--- src/rtl/tnn_pkg.sv ---
// Shared types and defaults for the ternary-network vote accumulator.
package tnn_pkg;

  localparam int NUM_CLASSES_DEF = 7;
  localparam int NODES_PER_CLASS_DEF = 8;
  localparam int CNT_W_DEF = 4;
  localparam int CLS_W = 3;

  typedef enum logic [1:0] {
    ACC,
    SCAN,
    DONE
  } state_t;

endpackage

--- src/rtl/tnn_argmax_step.sv ---
// One argmax step: fold a class count into the running best.
module tnn_argmax_step
  import tnn_pkg::*;
#(
  parameter int CNT_W = CNT_W_DEF
) (
  input  logic             first,
  input  logic [CNT_W-1:0] best,
  input  logic [CLS_W-1:0] best_idx,
  input  logic             tie,
  input  logic [CNT_W-1:0] cur,
  input  logic [CLS_W-1:0] cur_idx,
  output logic [CNT_W-1:0] best_next,
  output logic [CLS_W-1:0] idx_next,
  output logic             tie_next
);

  // Strictly-greater replacement keeps the lowest index on ties.
  always_comb begin
    best_next = best;
    idx_next = best_idx;
    tie_next = tie;
    if (first || cur > best) begin
      best_next = cur;
      idx_next = cur_idx;
      tie_next = 1'b0;
    end else if (cur == best) begin
      tie_next = 1'b1;
    end
  end

endmodule

--- src/rtl/tnn_vote_accum.sv ---
// Counts comparator votes per class, then scans for the winning class.
module tnn_vote_accum
  import tnn_pkg::*;
#(
  parameter int NUM_CLASSES = NUM_CLASSES_DEF,
  parameter int NODES_PER_CLASS = NODES_PER_CLASS_DEF,
  parameter int CNT_W = CNT_W_DEF
) (
  input  logic             clk,
  input  logic             rst,
  input  logic             in_valid,
  output logic             in_ready,
  input  logic             in_vote,
  input  logic             in_last,
  output logic             out_valid,
  input  logic             out_ready,
  output logic [2:0]       out_class,
  output logic [CNT_W-1:0] out_score,
  output logic             out_tie,
  output logic             err
);

  localparam int NODE_W =
    (NODES_PER_CLASS > 1) ? $clog2(NODES_PER_CLASS) : 1;
  localparam int SCAN_W = $clog2(NUM_CLASSES + 1);

  state_t state;
  state_t state_next;

  logic [CNT_W-1:0]  cnt [NUM_CLASSES];
  logic [CLS_W-1:0]  cls;
  logic [NODE_W-1:0] node;
  logic [SCAN_W-1:0] si;
  logic [CNT_W-1:0]  best;
  logic [CLS_W-1:0]  best_idx;
  logic              tie;

  logic [CNT_W-1:0]  best_next;
  logic [CLS_W-1:0]  idx_next;
  logic              tie_next;

  logic accept;
  logic final_vote;
  logic node_wrap;
  logic frame_end;
  logic scan_done;
  logic handoff;

  assign accept = in_valid && in_ready;
  assign node_wrap = node == NODE_W'(NODES_PER_CLASS - 1);
  assign final_vote =
    node_wrap && cls == CLS_W'(NUM_CLASSES - 1);
  assign frame_end = accept && (in_last || final_vote);
  assign scan_done = si == SCAN_W'(NUM_CLASSES);
  assign handoff = out_valid && out_ready;

  tnn_argmax_step #(
    .CNT_W(CNT_W)
  ) u_step (
    .first    (si == '0),
    .best     (best),
    .best_idx (best_idx),
    .tie      (tie),
    .cur      (cnt[si]),
    .cur_idx  (CLS_W'(si)),
    .best_next(best_next),
    .idx_next (idx_next),
    .tie_next (tie_next)
  );

  always_ff @(posedge clk or posedge rst) begin
    if (rst) state <= ACC;
    else state <= state_next;
  end

  always_comb begin
    state_next = state;
    unique case (state)
      ACC:  if (frame_end) state_next = SCAN;
      SCAN: if (scan_done) state_next = DONE;
      DONE: if (handoff) state_next = ACC;
      default: state_next = ACC;
    endcase
  end

  always_comb begin
    in_ready = state == ACC;
    out_valid = state == DONE;
  end

  always_ff @(posedge clk or posedge rst) begin
    if (rst) begin
      for (int i = 0; i < NUM_CLASSES; i++) cnt[i] <= '0;
      cls <= '0;
      node <= '0;
      si <= '0;
      best <= '0;
      best_idx <= '0;
      tie <= 1'b0;
      err <= 1'b0;
    end else begin
      if (accept) begin
        if (in_vote && cnt[cls] != '1)
          cnt[cls] <= cnt[cls] + CNT_W'(1);
        if (in_last != final_vote) err <= 1'b1;
        if (frame_end) begin
          si <= '0;
        end else if (node_wrap) begin
          node <= '0;
          cls <= cls + CLS_W'(1);
        end else begin
          node <= node + NODE_W'(1);
        end
      end
      if (state == SCAN && !scan_done) begin
        best <= best_next;
        best_idx <= idx_next;
        tie <= tie_next;
        si <= si + SCAN_W'(1);
      end
      // Result is consumed: start the next frame from index 0.
      if (handoff) begin
        for (int i = 0; i < NUM_CLASSES; i++) cnt[i] <= '0;
        cls <= '0;
        node <= '0;
      end
    end
  end

  assign out_class = best_idx;
  assign out_score = best;
  assign out_tie = tie;

endmodule

--- config.mk ---
export PLATFORM = sky130hd
export DESIGN_NAME = tnn_vote_accum
export DESIGN_NICKNAME = d
export VERILOG_FILES = /design/src/rtl/tnn_pkg.sv /design/src/rtl/tnn_argmax_step.sv /design/src/rtl/tnn_vote_accum.sv
export SDC_FILE = /design/constraint.sdc
export NUM_CORES = 1
export LEC_CHECK = 0
export BUFFER_PORTS_ARGS = -buffer_cell sky130_fd_sc_hd__buf_2
export CAP_MARGIN = 20
export CORE_MARGIN = 2
export CORE_UTILIZATION = 30
export CTS_BUF_LIST = sky130_fd_sc_hd__clkbuf_4 sky130_fd_sc_hd__clkbuf_8
export DETAILED_ROUTE_END_ITERATION = 8
export GPL_TIMING_DRIVEN = 1
export PLACE_DENSITY = 0.49
export SLEW_MARGIN = 25
export SYNTH_ARGS = -nofsm -noshare
export SYNTH_HDL_FRONTEND = slang
export SYNTH_SLANG_ARGS = --single-unit
--- constraint.sdc ---
create_clock -name clk -period 5.9 [get_ports clk]
set_input_delay 1.475 -clock clk [delete_from_list [all_inputs] [get_ports clk]]
set_output_delay 1.475 -clock clk [all_outputs]
set_load 0.1 [all_outputs]
Word-level counts from Yosys, hierarchy flattened

Cells that the tools add are included.

$lt $le $gt $ge: 4
Add/sub/neg operators: 4
Bitwise logic cells: 2
Reduce and logical (&&, ||, !) cells: 26
Mux-type cells: 29
Equality and inequality tests: 12

Operators by type and width:

| operator              | count |
|---|---|
| $mux W28              | 3 |
| $mux W3               | 11 |
| $bwmux W28            | 1 |
| $bmux W4 S3           | 2 |
| $mux W4               | 5 |
| $demux W4 S3          | 1 |
| $reduce_and A2 Y1     | 6 |
| $reduce_bool A2 Y1    | 6 |
| $add A3 B1 Y3 const B | 3 |
| $eq A3 B3 Y1 const B  | 3 |
| $ge A4 B4 Y1 const B  | 2 |
| $not A3 Y4            | 2 |
| $logic_and A1 B1 Y1   | 7 |
| $mux W2               | 3 |
| $ne A2 B1 Y1 const B  | 3 |
| $pmux W2 S3           | 1 |
| $reduce_and A3 Y1     | 2 |
| $add A4 B1 Y4 const B | 1 |
| $eq A4 B4 Y1          | 1 |
| $gt A4 B4 Y1          | 1 |
| $lt A4 B1 Y1 const B  | 1 |
| $ne A4 B4 Y1 const B  | 1 |
| $logic_not A3 Y1      | 1 |
| $eq A2 B1 Y1 const B  | 1 |
| 7 further kinds       | 9 |

Logic and storage cells: 92
Flip-flop bits (word level): 48
Bits of input ports: 6
Output and inout port bits: 11

Depth between registers and ports, before layout

Depth after elaboration: 9
Gate-level depth with buffers: 13
Depth with buffers taken out: 12

Hierarchy

From an unflattened synthesis, not the netlist that was laid out.

Cells, all modules: 313
Area total of the unflattened synthesis: 3131.8 um^2

Modules (own cells, without submodules):

| module          | cells each | area an instance (um^2) | sequential area each (um^2) | times used |
|---|---|---|---|---|
| tnn_vote_accum  | 247        | 2725.1                  | 1201.2                      | 1 |
| tnn_argmax_step | 66         | 406.6                   | 0.0                         | 1 |

Worst setup path before layout

Ideal clock, no wire load.

Kind: register -> output
Start point: register state[0]
End point: output out_valid
Cell stages (with the launch flop): 2
Path buffers: 0
Required time: 4.425 ns
Setup slack: 2.603 ns
Arrival time: 1.822 ns
Cells stage by stage: dfrtp_1 nor2b_1

Cells in the longest elaborated chain, start to end: 1

Ends and longest elaborated chain:

| element                | line                 | text |
|---|---|---|
| from (decl)            | tnn_vote_accum.sv:27 | `state_t state;` |
| from (signal assigned) | tnn_vote_accum.sv:73 | `else state <= state_next;` |
| $eq A2 B2 Y1           | tnn_vote_accum.sv:88 | `out_valid = state == DONE;` |
| to (decl)              | tnn_vote_accum.sv:15 | `output logic out_valid,` |

Every way passes these cells.

Worst setup path after layout

Start point: register si[1]
End point: register best_idx[1], in the netlist out_class[1]

Cells in the longest elaborated chain, start to end: 7
Elaborated cells on any way between the ends: 11
Classes of those cells: order compare: 1; eq/ne: 1; mux: 3; bitwise: 1; reduce/logical: 5

Ends and longest elaborated chain:

| element                                     | line                  | text |
|---|---|---|
| from (decl)                                 | tnn_vote_accum.sv:33  | `logic [SCAN_W-1:0] si;` |
| from (signal assigned)                      | tnn_vote_accum.sv:119 | `si <= si + SCAN_W'(1);` |
| $not A3 Y4 (not written as such)            | tnn_vote_accum.sv:64  | `.cur (cnt[si]),` |
| $bmux W4 S3                                 | tnn_vote_accum.sv:64  |  |
| $mux W4 (not written as such) (2 in series) | tnn_vote_accum.sv:64  |  |
| named net u_step.cur[1]                     | tnn_argmax_step.sv:11 | `input logic [CNT_W-1:0] cur,` |
| $gt A4 B4 Y1                                | tnn_argmax_step.sv:23 | `if (first \|\| cur > best) begin` |
| $logic_or A1 B1 Y1                          | tnn_argmax_step.sv:23 |  |
| $reduce_and A2 Y1 (no line)                 | n/a                   |  |
| to (signal assigned)                        | tnn_vote_accum.sv:117 | `best_idx <= idx_next;` |
| to (decl)                                   | tnn_vote_accum.sv:35  | `logic [CLS_W-1:0] best_idx;` |

The timed path passes the listed nets, and every way through them passes these cells. The select of a mux whose other input is x is not followed.
A chain may end at the register's enable or synchronous reset.

==> run summary <==
• Top Ports: 17
• total half-perimeter wirelength after legalization and detailed placement: 4960 um
• finished layout cell area: 3100 um^2
• slew at the pin closest to its max-slew limit: 833 ps
• synthesis-to-layout area growth: 9.37%
• Die Footprint: 10200 um^2
• dominant combinational cell family by area after synthesis: simple AND/OR/NAND/NOR gates
• Max Fanout on Critical Path: 12
• cts bufs inserted: 5
• area fraction in compound gates after synthesis: 15.2%
• type of the tightest min-delay check: reg2reg
• Initial Utilization: 30.8%
• placed cell count: 401
• worst setup path category: reg2reg
• final critical path time including I/O delays and setup: 3280 ps
• Final Net Count: 316
• mean number of vias per cell: 5.15
• share of cell area taken by muxes after synthesis: 14.5%
• Pleak: 1.41 nW
• Final Setup Violations: 0
• RSZ-0062 raised after global routing: no
• distinct cell type count after synthesis: 49
• count of yosys warnings during synthesis: 0
• worst clock skew: 7.39 ps
• worst-skew pair later-pin latency: 300 ps
• Netlist Area Pre-Place: 2830 um^2
• CTS Hold Buffers Added: 0
• router iterations before antenna repair: 4
• total clock sinks: 48
• post-CTS clock slew at the launch and capture registers of the worst setup and hold paths: 100 ps
• maximum number of pins on one net before global-route repair: 49
• DRT iter0 DRCs: 178
• post-route ant nets: 0
• total wire length: 6750 um
• basic-gate share of the synthesized area counting and, or, nand and nor cells: 16.6%
• die boundary width: 101 um
• number of buffers added on ports: 16
• number of endpoints with negative hold slack in the final report: 0
• worst-path cell with the longest stage delay: sky130_fd_sc_hd__dfrtp_1
• Required @ worst endpoint: 6090 ps
• GPL Wtd Cong: 0.792
• number of antenna cells inserted: 0
• clock root buffer: sky130_fd_sc_hd__clkbuf_8
• Async S/R FF share, synth: 100%
• Fin Hold WS: 466 ps
• Post-CTS Setup Repair Bufs: 0
• maximum vdd drop: 0.168 mV
• detailed-route DRC error count: 0
• r2r setup slk: 2620 ps
• Final Util: 33.7%
• layout cell share with drive strength beyond 1: 13.8%
• number of vias in the routed layout: 2105
• Synth Flop Type: sky130_fd_sc_hd__dfrtp_1
• Syn Inst Count: 292
• Die Y: 101 um
• area share of fa/ha/maj cells after synthesis: 5.75%
• GRT Overall Usage: 14.4%
• Slew Viols, Final: 0
• number of core rows: 35
• deepest clock path buffer count: 2
• slew margin rel.: 44.3%
• number of enable flip-flop cells after synthesis: 0
• period utilisation layout: 55.6%
• number of gates resized after CTS: 0
• post-place setup slack: 2570 ps
• result of the run: completed
• total power density per cell area: 516 nW/um^2
• total of max-cap violations: 0
• GRT Residual Overflow: 0
• sequential share of the synthesized area: 42.4%
• vias in the first global route: 2095
• post-synthesis register bit count: 48
• core box area: 9200 um^2
• Crit path arrival time: 3470 ps
• critical-path cell list: mux4_2 -> nor2_1 -> a21oi_1 -> ha_1 -> nor2b_1 -> o21a_1 -> o21a_1 -> o21ai_0 -> a21oi_1 -> mux2_2
• TritonCTS clock tree: done
• element type at the critical path end: flip-flop
• final total negative setup slack: 0 ps
• net count of the mapped netlist: 311
• average instance area after synthesis: 9.69 um^2
• power consumption: 1.60 mW
• global-route wire length before repair: 11300 um
• WL/cell: 16.5 um
• nature of the critical path startpoint: flip-flop
• antenna violations before repair: 0
• Final WS setup: 2620 ps
• achievable frequency: 0.305 GHz
• largest stage delay on the critical path: 690 ps
• post-placement cell area: 2970 um^2
• fraction of synthesized cell area in xor and xnor cells: 0.928%
• count of H-tree levels built during CTS: 2
• post-layout instance count excluding filler cells: 409
==> Yosys cell counts, types with 2 or more instances <==
library cell	n	area (um^2)
sky130_fd_sc_hd__a211oi_1	2	15.0
sky130_fd_sc_hd__a21oi_1	12	60.1
sky130_fd_sc_hd__a31oi_1	3	18.8
sky130_fd_sc_hd__a32oi_1	3	26.3
sky130_fd_sc_hd__and2_1	4	25.0
sky130_fd_sc_hd__and3_1	2	12.5
sky130_fd_sc_hd__buf_1	2	7.51
sky130_fd_sc_hd__buf_2	5	25.0
sky130_fd_sc_hd__clkbuf_1	10	37.5
sky130_fd_sc_hd__dfrtp_1	48	1200
sky130_fd_sc_hd__ha_1	13	163
sky130_fd_sc_hd__inv_1	14	52.6
sky130_fd_sc_hd__mux2_2	7	78.8
sky130_fd_sc_hd__mux2i_1	24	240
sky130_fd_sc_hd__mux4_2	4	90.1
sky130_fd_sc_hd__nand2_1	35	131
sky130_fd_sc_hd__nand2b_1	3	18.8
sky130_fd_sc_hd__nand3_1	10	50.1
sky130_fd_sc_hd__nand3b_1	3	22.5
sky130_fd_sc_hd__nand4_1	3	18.8
sky130_fd_sc_hd__nor2_1	26	97.6
sky130_fd_sc_hd__nor2b_1	4	25.0
sky130_fd_sc_hd__o211ai_1	6	45.0
sky130_fd_sc_hd__o21a_1	3	22.5
sky130_fd_sc_hd__o21ai_0	15	75.1
sky130_fd_sc_hd__o21bai_1	2	15.0
sky130_fd_sc_hd__o22ai_1	2	12.5
sky130_fd_sc_hd__o31ai_1	3	22.5
sky130_fd_sc_hd__or2_1	2	12.5
sky130_fd_sc_hd__or3_1	2	12.5
sky130_fd_sc_hd__xnor2_1	2	17.5
==> critical path: cells and delay by family (launching register included) <==
kind | cells | cell delay (ps)
compound gates | 5 | 950
simple gates | 2 | 230
fa+ha+maj | 1 | 310
mux | 2 | 980
flops | 1 | 690
==> logic make-up (layout without fill, tap and decap cells) <==
family	Yosys count	in the layout
flip-flops	48	48
adder cells (fa/ha/maj)	13	13
AO/OA/AOI/OAI	62	62
XOR/XNOR	3	3
AND/OR/NAND/NOR	99	99
buffers and inverters	32	38
multiplexers	35	35
==> layer usage <==
metal | track usage [%] | part of all wire, % | wire [um] | up-vias
li1 | - | - | - | 1051
met1 | 21.1 | 49 | 3310 | 1009
met2 | 22.3 | 46 | 3080 | 43
met3 | 2.35 | 4.9 | 332 | 2
met4 | 3.12 | 0.46 | 31 | 0
met5 | 0 | 0 | 0 | -
==> sequential cells by signal, summed over array words and instances (netlist names) <==
signal     cells
cnt           28
node           3
state          2
err            1
out_class      3
out_score      4
out_tie        1
si             3
cls            3
==> layout make-up <==
class / count / area (um^2)
Fill cell: 957 / 6100
Sequential cell: 48 / 1200
Tap cell: 111 / 139
Timing Repair Buffer: 16 / 80.1
Inverter: 14 / 55.1
Multi-Input combinational cell: 212 / 1500
Clock inverter: 2 / 38.8
Clock buffer: 6 / 82.6
==> layout by cell type, fill, tap and decap left out, types with 4 or more instances in the layout <==
master | netlist | final
sky130_fd_sc_hd__nor2_1 | 26 | 26
sky130_fd_sc_hd__o211ai_1 | 6 | 6
sky130_fd_sc_hd__nand3_1 | 10 | 10
sky130_fd_sc_hd__nor2b_1 | 4 | 4
sky130_fd_sc_hd__clkbuf_8 | 0 | 6
sky130_fd_sc_hd__dfrtp_1 | 48 | 48
sky130_fd_sc_hd__mux2_2 | 7 | 7
sky130_fd_sc_hd__mux4_2 | 4 | 4
sky130_fd_sc_hd__mux2i_1 | 24 | 24
sky130_fd_sc_hd__a21oi_1 | 12 | 12
sky130_fd_sc_hd__nand2_1 | 35 | 35
sky130_fd_sc_hd__buf_2 | 5 | 16
sky130_fd_sc_hd__o21ai_0 | 15 | 15
sky130_fd_sc_hd__ha_1 | 13 | 13
sky130_fd_sc_hd__inv_1 | 14 | 13
sky130_fd_sc_hd__and2_1 | 4 | 4
==> power breakdown <==
| group | internal, mW | switching [mW] |
|---|---|---|
| sequential | 0.410 | 0.121 |
| combinational | 0.276 | 0.533 |
| clock | 0.139 | 0.117 |
| total | 0.825 | 0.771 |
==> final timing paths <==
check | startpoint | to | depth (start not counted)
max reg2reg | si[1] | out_class[1] | 10
min | err | err | 1
max | si[1] | out_class[1] | 10
min reg2reg | err | err | 1
max in group asynchronous | rst | cnt[11] | 2
min in group asynchronous | rst | node[1] | 2
Power figures use the tool's default switching activity.
